`config.mk`:
```
export PLATFORM = sky130hd
export DESIGN_NAME = ag6502_int_ctrl
export DESIGN_NICKNAME = d
export VERILOG_FILES = /design/src/rtl/ag6502_int_ctrl_pkg.sv /design/src/rtl/ag6502_int_chan.sv /design/src/rtl/ag6502_int_ctrl.sv
export SDC_FILE = /design/constraint.sdc
export NUM_CORES = 1
export LEC_CHECK = 0
export ABC_AREA = 1
export CAP_MARGIN = 30
export CORE_MARGIN = 2
export CORE_UTILIZATION = 46
export DETAILED_ROUTE_END_ITERATION = 6
export GPL_ROUTABILITY_DRIVEN = 0
export PLACE_DENSITY = 0.72
export SLEW_MARGIN = 20
export SYNTH_ARGS = -nofsm -noshare
export SYNTH_HDL_FRONTEND = slang
export SYNTH_SLANG_ARGS = --single-unit
```
`constraint.sdc`:
```
create_clock -name phi_0 -period 1.2 [get_ports phi_0]
set_input_delay 0.24 -clock phi_0 [delete_from_list [all_inputs] [get_ports phi_0]]
set_output_delay 0.24 -clock phi_0 [all_outputs]
set_load 0.02 [all_outputs]
```
`src/rtl/ag6502_int_ctrl_pkg.sv`:
```
// rtl/ag6502_int_ctrl_pkg.sv - shared register map, default vector base and priority helper
package ag6502_int_ctrl_pkg;

  localparam logic [1:0]  REG_PEND = 2'd0;
  localparam logic [1:0]  REG_MASK = 2'd1;
  localparam logic [1:0]  REG_MODE = 2'd2;
  localparam logic [1:0]  REG_STAT = 2'd3;

  localparam logic [15:0] VEC_BASE_DEFAULT = 16'hFFE0;
  localparam int          MAX_CH           = 8;

  typedef struct packed {
    logic       found;
    logic [2:0] id;
  } prio_t;

  // Lowest set index wins; id stays 0 when nothing is set.
  function automatic prio_t prio_lowest(input logic [MAX_CH-1:0] act);
    prio_t r;
    r = '0;
    for (int i = MAX_CH - 1; i >= 0; i--) begin
      if (act[i]) begin
        r.found = 1'b1;
        r.id    = 3'(i);
      end
    end
    return r;
  endfunction

endpackage

```
`src/rtl/ag6502_int_chan.sv`:
```
// rtl/ag6502_int_chan.sv - one interrupt channel: synchronizer, edge detect, pending bit
module ag6502_int_chan (
  input  logic clk_i,
  input  logic rst_ni,
  input  logic int_ni,
  input  logic edge_mode_i,
  input  logic to_edge_i,
  input  logic arm_i,
  input  logic clr_i,
  output logic pend_o
);

  logic s1_q, s2_q, prev_q, pend_q;
  logic pend_d, fall;

  always_ff @(posedge clk_i or negedge rst_ni) begin
    if (!rst_ni) begin
      s1_q   <= 1'b1;
      s2_q   <= 1'b1;
      prev_q <= 1'b1;
      pend_q <= 1'b0;
    end else begin
      s1_q   <= int_ni;
      s2_q   <= s1_q;
      prev_q <= s2_q;
      pend_q <= pend_d;
    end
  end

  always_comb begin
    fall = arm_i & prev_q & ~s2_q;
    if (!edge_mode_i) begin
      // Switching to edge mode drops the level-derived bit; prev_q already tracks the line.
      pend_d = to_edge_i ? 1'b0 : ~s2_q;
    end else begin
      pend_d = fall | (pend_q & ~clr_i);
    end
  end

  assign pend_o = pend_q;

endmodule

```
`src/rtl/ag6502_int_ctrl.sv`:
```
// rtl/ag6502_int_ctrl.sv - 6502 interrupt controller top: channels, register file, priority encode
module ag6502_int_ctrl
  import ag6502_int_ctrl_pkg::*;
#(
  parameter int          NCH       = 8,
  parameter logic [15:0] VEC_BASE  = VEC_BASE_DEFAULT,
  parameter logic [7:0]  EDGE_INIT = 8'hFF
) (
  input  logic           phi_0,
  input  logic           rst,
  input  logic [NCH-1:0] int_in,
  input  logic           cs,
  input  logic           read,
  input  logic [1:0]     addr,
  input  logic [7:0]     db_in,
  output logic [7:0]     db_out,
  output logic           irq,
  output logic [15:0]    vec
);

  logic [NCH-1:0] mask_q, mask_d;
  logic [NCH-1:0] mode_q, mode_d;
  logic           irq_q;
  logic [1:0]     arm_cnt_q;
  logic           arm;

  logic [NCH-1:0] pending, active, w1c, ack_oh, clr, to_edge;
  logic [7:0]     act8;
  logic           wr, ack;
  prio_t          pr;

  assign wr = cs & ~read;

  always_comb begin
    act8           = '0;
    act8[NCH-1:0]  = active;
  end

  assign active = pending & mask_q;
  assign pr     = prio_lowest(act8);
  assign ack    = cs && (addr == REG_STAT) && pr.found;

  always_comb begin
    w1c    = '0;
    ack_oh = '0;
    if (wr && (addr == REG_PEND)) w1c = db_in[NCH-1:0] & mode_q;
    for (int k = 0; k < NCH; k++) ack_oh[k] = ack && (pr.id == 3'(k));
  end

  assign clr = w1c | ack_oh;

  always_comb begin
    mask_d = mask_q;
    mode_d = mode_q;
    if (wr && (addr == REG_MASK)) mask_d = db_in[NCH-1:0];
    if (wr && (addr == REG_MODE)) mode_d = db_in[NCH-1:0];
  end

  assign to_edge = ~mode_q & mode_d;

  // Fall detection stays off until the synchronizers and prev flop hold
  // post-reset samples, so a line held low across release is not an edge.
  assign arm = &arm_cnt_q;

  always_ff @(posedge phi_0 or negedge rst) begin
    if (!rst) begin
      mask_q    <= '0;
      mode_q    <= EDGE_INIT[NCH-1:0];
      irq_q     <= 1'b1;
      arm_cnt_q <= 2'd0;
    end else begin
      mask_q    <= mask_d;
      mode_q    <= mode_d;
      irq_q     <= ~(|active);
      arm_cnt_q <= arm ? arm_cnt_q : arm_cnt_q + 2'd1;
    end
  end

  for (genvar k = 0; k < NCH; k++) begin : g_chan
    ag6502_int_chan u_chan (
      .clk_i       (phi_0),
      .rst_ni      (rst),
      .int_ni      (int_in[k]),
      .edge_mode_i (mode_q[k]),
      .to_edge_i   (to_edge[k]),
      .arm_i       (arm),
      .clr_i       (clr[k]),
      .pend_o      (pending[k])
    );
  end

  always_comb begin
    db_out = '0;
    case (addr)
      REG_PEND: db_out[NCH-1:0] = pending;
      REG_MASK: db_out[NCH-1:0] = mask_q;
      REG_MODE: db_out[NCH-1:0] = mode_q;
      default:  db_out = {pr.found, 4'b0000, pr.id};
    endcase
  end

  assign irq = irq_q;
  assign vec = VEC_BASE + {12'h000, pr.id, 1'b0};

endmodule

```
==> Word-level counts from Yosys, hierarchy flattened <==
Index checks and enable logic that the tools add are counted.
{ "word_totals": {"register_bits": 51, "input_bits": 22, "out_inout_bits": 25, "elab_cells": 148} }
{ "op_classes": {"n_addsub": 2, "eq_ne": 10, "muxes": 27, "n_bitwise": 56, "n_reduce_logical": 17} }
{ "ops": {"columns": ["op", "n"], "rows": [
  ["4-bit two-way mux", 8],
  ["1-bit bitwise AND", 25],
  ["8-bit bitwise AND", 3],
  ["8-bit one-hot mux with 3 select lines", 1],
  ["1-bit NOT", 18],
  ["1-bit two-way mux", 16],
  ["8-bit two-way mux", 2],
  ["1-bit logical AND", 13],
  ["3-bit equality test, second input constant", 4],
  ["8-bit NOT", 1],
  ["1-bit OR", 8],
  ["8-bit OR", 1],
  ["8-bit OR reduction", 1],
  ["6-bit by 5-bit adder with 7-bit output, first input constant", 1],
  ["3-bit by 2-bit equality test with 1-bit output, second input constant", 2],
  ["2-bit equality test, second input constant", 2],
  ["3-bit by 1-bit equality test with 1-bit output, second input constant", 1],
  ["3-bit logical NOT", 1],
  ["2-bit by 1-bit adder with 2-bit output, second input constant", 1],
  ["2-bit by 1-bit equality test with 1-bit output, second input constant", 1],
  ["2-bit logical NOT", 1],
  ["2-bit AND reduction", 1]
]} }

==> Logic depth before layout (Yosys ltp) <==
{ "depth": {"word_depth": 16, "mapped_depth": 14, "ltp_nobuf": 14} }

==> Modules after synthesis <==
From an unflattened synthesis, not the netlist that was laid out.
{ "hier_totals": {"cells_unflattened": 284, "hier_area_um2": 2543.7} }
{ "modules_own_cells": {"columns": ["mod", "n_inst", "cells_each", "area_per_inst_um2", "seq_area_each_um2"], "rows": [
  ["ag6502_int_ctrl", 1, 180, 1422.6, 486.7],
  ["ag6502_int_chan", 8, 13, 140.1, 103.8]
]} }

==> Worst setup path before layout <==
OpenSTA, ideal clock, no wires.
{ "synth_timing": {"kind": "register to output", "startpoint": "register g_chan[6].u_chan.pend_q", "endpoint": "output db_out[0]", "arrival_time_ns": 1.393, "path_slack_ns": -0.433, "path_stages_with_launch": 10, "path_buffers": 0, "path_cell_list": "dfrtp_1 > nand2_1 > nand2_1 > nand2_1 > nand2_1 > nand2_1 > nand2_1 > nand2_1 > nand2_1 > o21ai_0"} }
{ "synth_via": {"elab_chain_cells": 9} }
{ "synth_rtl": {"columns": ["element", "line_no", "rtl"], "rows": [
  ["from (decl)", "ag6502_int_chan.sv:13", "logic s1_q, s2_q, prev_q, pend_q;"],
  ["from (signal assigned)", "ag6502_int_chan.sv:26", "pend_q <= pend_d;"],
  ["8-bit bitwise AND", "ag6502_int_ctrl.sv:39", "assign active = pending & mask_q;"],
  ["4-bit two-way mux (7 in series)", "ag6502_int_ctrl_pkg.sv:22", "if (act[i]) begin"],
  ["8-bit one-hot mux with 3 select lines", "ag6502_int_ctrl.sv:94", "case (addr)"],
  ["to (decl)", "ag6502_int_ctrl.sv:16", "output logic [7:0] db_out,"]
]} }
No other way between the ends.

==> Worst setup path in the final report <==
{ "layout_timing": {"startpoint": "register g_chan[7].u_chan.pend_q", "endpoint": "output vec[1]"} }
{ "layout_via": {"elab_chain_cells": 10} }
{ "layout_rtl": {"columns": ["element", "line_no", "rtl"], "rows": [
  ["from (decl)", "ag6502_int_chan.sv:13", null],
  ["from (signal assigned)", "ag6502_int_chan.sv:26", null],
  ["8-bit bitwise AND", "ag6502_int_ctrl.sv:39", null],
  ["4-bit two-way mux (8 in series)", "ag6502_int_ctrl_pkg.sv:22", null],
  ["6-bit by 5-bit adder with 7-bit output", "ag6502_int_ctrl.sv:103", "assign vec = VEC_BASE + {12'h000, pr.id, 1'b0};"],
  ["to (decl)", "ag6502_int_ctrl.sv:18", "output logic [15:0] vec"]
]} }
No other way between the ends.

==> flow_metrics.py <==
metrics = {
    "status": {
        "outcome": "finished, violations left",
        "violations": "negative setup slack",
    },
    "hold_path": {
        "min_path_cells": 1,
        "hold_end": "g_chan[1].u_chan.s1_q",
        "min-delay-start": "int_in[1]",
        "hp-class": "in -> reg",
    },
    "run": {
        "drv_cap": 0,
    },
    "worst_setup_path": {
        "path_max_fanout": 3,
        "r2r_end": "g_chan[5].u_chan.pend_o",
        "ff2ff_path_depth": 16,
        "cp-end-kind": "output port",
        "r2r_start": "g_chan[7].u_chan.pend_o",
        "r2r_setup_slack_ns": -0.59,
        "required_ns": 0.96,
        "cp_data_arrival_time_ns": 1.62,
        "crit_type": "reg -> out",
        "start_kind": "flop",
    },
    "synth": {
        "synth_top_cell_by_area": "dfstp_2",
        "async_flop_share": 1.00,
        "yosysWarnings": 0,
        "synth_top_area_frac": 0.363,
        "synth.yosys.seq_area_share": 0.552,
        "synth_edf_count": 0,
        "syn_area_mm2": 0.00239,
        "synthFlopType": "dfstp_2",
        "yosysUniqueCellTypes": 30,
        "synth_cells": 263,
        "synth.avg_cell_area_um2": 9.07,
        "yosys_register_bits": 51,
        "ys_top_cells_by_area": "dfstp_2 36%, dfrtp_1 19%, nand2_1 11%",
    },
    "sta": {
        "layout_setup_ws_ns": -0.656,
        "holdWs_ns": 0.328,
        "fmax_mhz": 539,
        "skew_ns": 0.00930,
        "layout_min_cycle_time_ns": 1.86,
        "rsz0062_at_grt": "yes",
        "finalHoldViolCount": 0,
        "fin_crit_sh": 1.55,
        "finalMaxSlewViolations": 0,
        "setup_viol": 20,
    },
    "clock_tree": {
        "cts_made_buffers": 5,
        "cts_sinks": 51,
        "clk_latency_ns": 0.31,
        "cts_tree": "done",
        "clockBufferDepth": 2,
        "cts.clk_slew.worst_paths_ns": 0.09,
        "clockRootBuffer": "clkbuf_8",
        "htree_num_levels": 2,
    },
    "die": {
        "fp.dieW_um": 76.0,
        "core_area_mm2": 0.00504,
        "start_util": 0.473,
        "boundaryPins": 47,
        "dieArea_mm2": 0.00578,
        "die_y_um": 76.0,
        "row_count": 26,
    },
    "drt": {
        "firstDrtPassIters": 5,
        "drc": 0,
        "post_drt_wl_per_cell_um": 14.5,
        "ant_nets": 0,
        "drt_iter0_drc": 157,
        "routed_wl_um": 6620,
        "detail_route.vias_per_cell": 4.94,
        "vias": 2249,
    },
    "finish": {
        "final_area_mm2": 0.00378,
        "post-route-util": 0.749,
        "fin_nets": 407,
        "layout-drive-gt1-share": 0.535,
        "syn2layout_area_growth_pct": 58.3,
        "layoutNonFillerInstCount": 455,
        "insertedDiodeCount": 0,
    },
    "placed_design": {
        "postPlaceCellArea_mm2": 0.00326,
        "pre_cts_ws_ns": -1.06,
        "post-place-cells": 422,
        "dp_hpwl_um": 4010,
        "io_buffer_count": 33,
    },
    "global_routing": {
        "antenna_found_initial": 0,
        "grt_pass1_wl_um": 10200,
        "grt_max_degree": 52,
        "grtUsageTotal": 0.224,
        "grt_pass1_vias": 2249,
        "overflow": 0,
    },
    "power": {
        "ir_drop_v": 0.000882,
        "p_leak_nw": 1.81,
        "powerDensity_mw_per_mm2": 1650,
    },
}
-- critical path: stages (launching register included) --
cell      delay [ns]
dfrtp_1         0.38
nand2_2         0.11
inv_2           0.08
nand2_2         0.06
nand2_2         0.06
nand2_2         0.07
nand2_2         0.09
nand2_4         0.07
buf_6           0.12
a21boi_4        0.14
buf_6           0.13
-- worst max-delay path by stage --
| stage | start | end | slack (ns) | cells past startpoint |
|---|---|---|---|---|
| floorplan | g_chan[6].u_chan.pend_o | db_out[0] | -0.15 | 9 |
| global placement | addr[1] | db_out[4] | -1.04 | 7 |
| detailed placement | addr[1] | db_out[1] | -1.06 | 9 |
| CTS | g_chan[7].u_chan.pend_o | vec[1] | -0.62 | 10 |
| global route | g_chan[7].u_chan.pend_o | vec[1] | -0.78 | 10 |
| finish | g_chan[7].u_chan.pend_o | vec[1] | -0.66 | 10 |
-- layer usage --
| layer | global-route usage | up-vias | wire length (µm) |
|---|---|---|---|
| met2 | 0.379 | 76 | 3320 |
| met4 | 0.116 | 0 | 223 |
| met1 | 0.274 | 1083 | 2740 |
| li1 | - | 1068 | - |
| met5 | 0 | - | 0 |
| met3 | 0.0438 | 22 | 337 |
-- repair_timing --
item / CTS / global route
resized for setup: 104 / 40
hold buffers: 1 / 0
pin swaps: 18 / 19
hold endpoints to repair: 18 / 0
cloned: 0 / 0
endpoints found under the setup margin: 37 / 29
buffers inserted: 19 / 6
-- state kept, by name, summed over array words and instances, names as in the netlist --
| register | flops |
|---|---|
| g_chan.u_chan.pend_o | 8 |
| g_chan.u_chan.prev_q | 8 |
| g_chan.u_chan.s1_q | 8 |
| g_chan.u_chan.s2_q | 8 |
| mask_q | 8 |
| mode_q | 8 |
| arm_cnt_q | 2 |
| irq | 1 |
-- kinds of logic (layout without fill, tap and decap cells) --
| logic type | Yosys count | count (layout) | synth area share |
|---|---|---|---|
| buffers and inverters | 58 | 169 | 0.115 |
| multiplexers | 1 | 1 | 0.00472 |
| AND/OR/NAND/NOR | 101 | 101 | 0.185 |
| XOR/XNOR | 1 | 1 | 0.00367 |
| flip-flops | 51 | 51 | 0.552 |
| adder cells (fa/ha/maj) | 1 | 1 | 0.00524 |
| AO/OA/AOI/OAI | 48 | 48 | 0.131 |
| other | 2 | 13 | 0.00315 |
-- synth_stat cells, types with 6 or more instances --
| library cell | count |
|---|---|
| inv_1 | 35 |
| dfrtp_1 | 18 |
| dfstp_2 | 33 |
| buf_4 | 13 |
| nand3_1 | 16 |
| o21ai_1 | 7 |
| o21ai_0 | 14 |
| inv_2 | 7 |
| a21oi_1 | 8 |
| nand2_1 | 67 |
| o211ai_1 | 6 |
| nor2_1 | 6 |
-- layout make-up --
type                    instances  area (µm²)
repair buffers                119        1030
clock buffers                   6        82.6
fillers                       349        1270
flip-flops and latches         51        1320
well taps                      70        87.6
clock inverters                 2        35.0
inverters                      42         165
multi-input cells             165        1050
-- stage by stage --
stage | setup TNS [ns] | power (mW)
floorplan | -1.10 | 3.14
global placement | -22.55 | 4.10
detailed placement | -23.52 | 4.16
CTS | -8.55 | 5.82
global route | -11.29 | 6.53
finish | -9.34 | 6.22
-- report_power, final --
part / switching [mW] / total [mW] / internal [mW]
Sequential: 0.147 / 2.17 / 2.02
Combinational: 1.36 / 2.81 / 1.45
Clock: 0.570 / 1.25 / 0.675
Total: 2.08 / 6.22 / 4.15
-- cells in the final DEF (no fill, tap or decap), drive strengths merged --
cell             n
o21ai           21
o31ai            4
nor2            11
bufinv           1
nor3             1
dfrtp           18
clkinv           1
dlygate4sd2      1
buf            100
inv             42
conb            13
a221oi           3
xnor2            1
dlygate4sd3      1
dfstp           33
clkbuf           6
mux2             1
ha               1
nand4            2
nand2           70
a21boi           1
a31oi            4
nand3           17
clkdlybuf4s50   17
o211ai           6
o2111ai          1
a21oi            8
No activity file was read; power rests on OpenSTA's default activity.
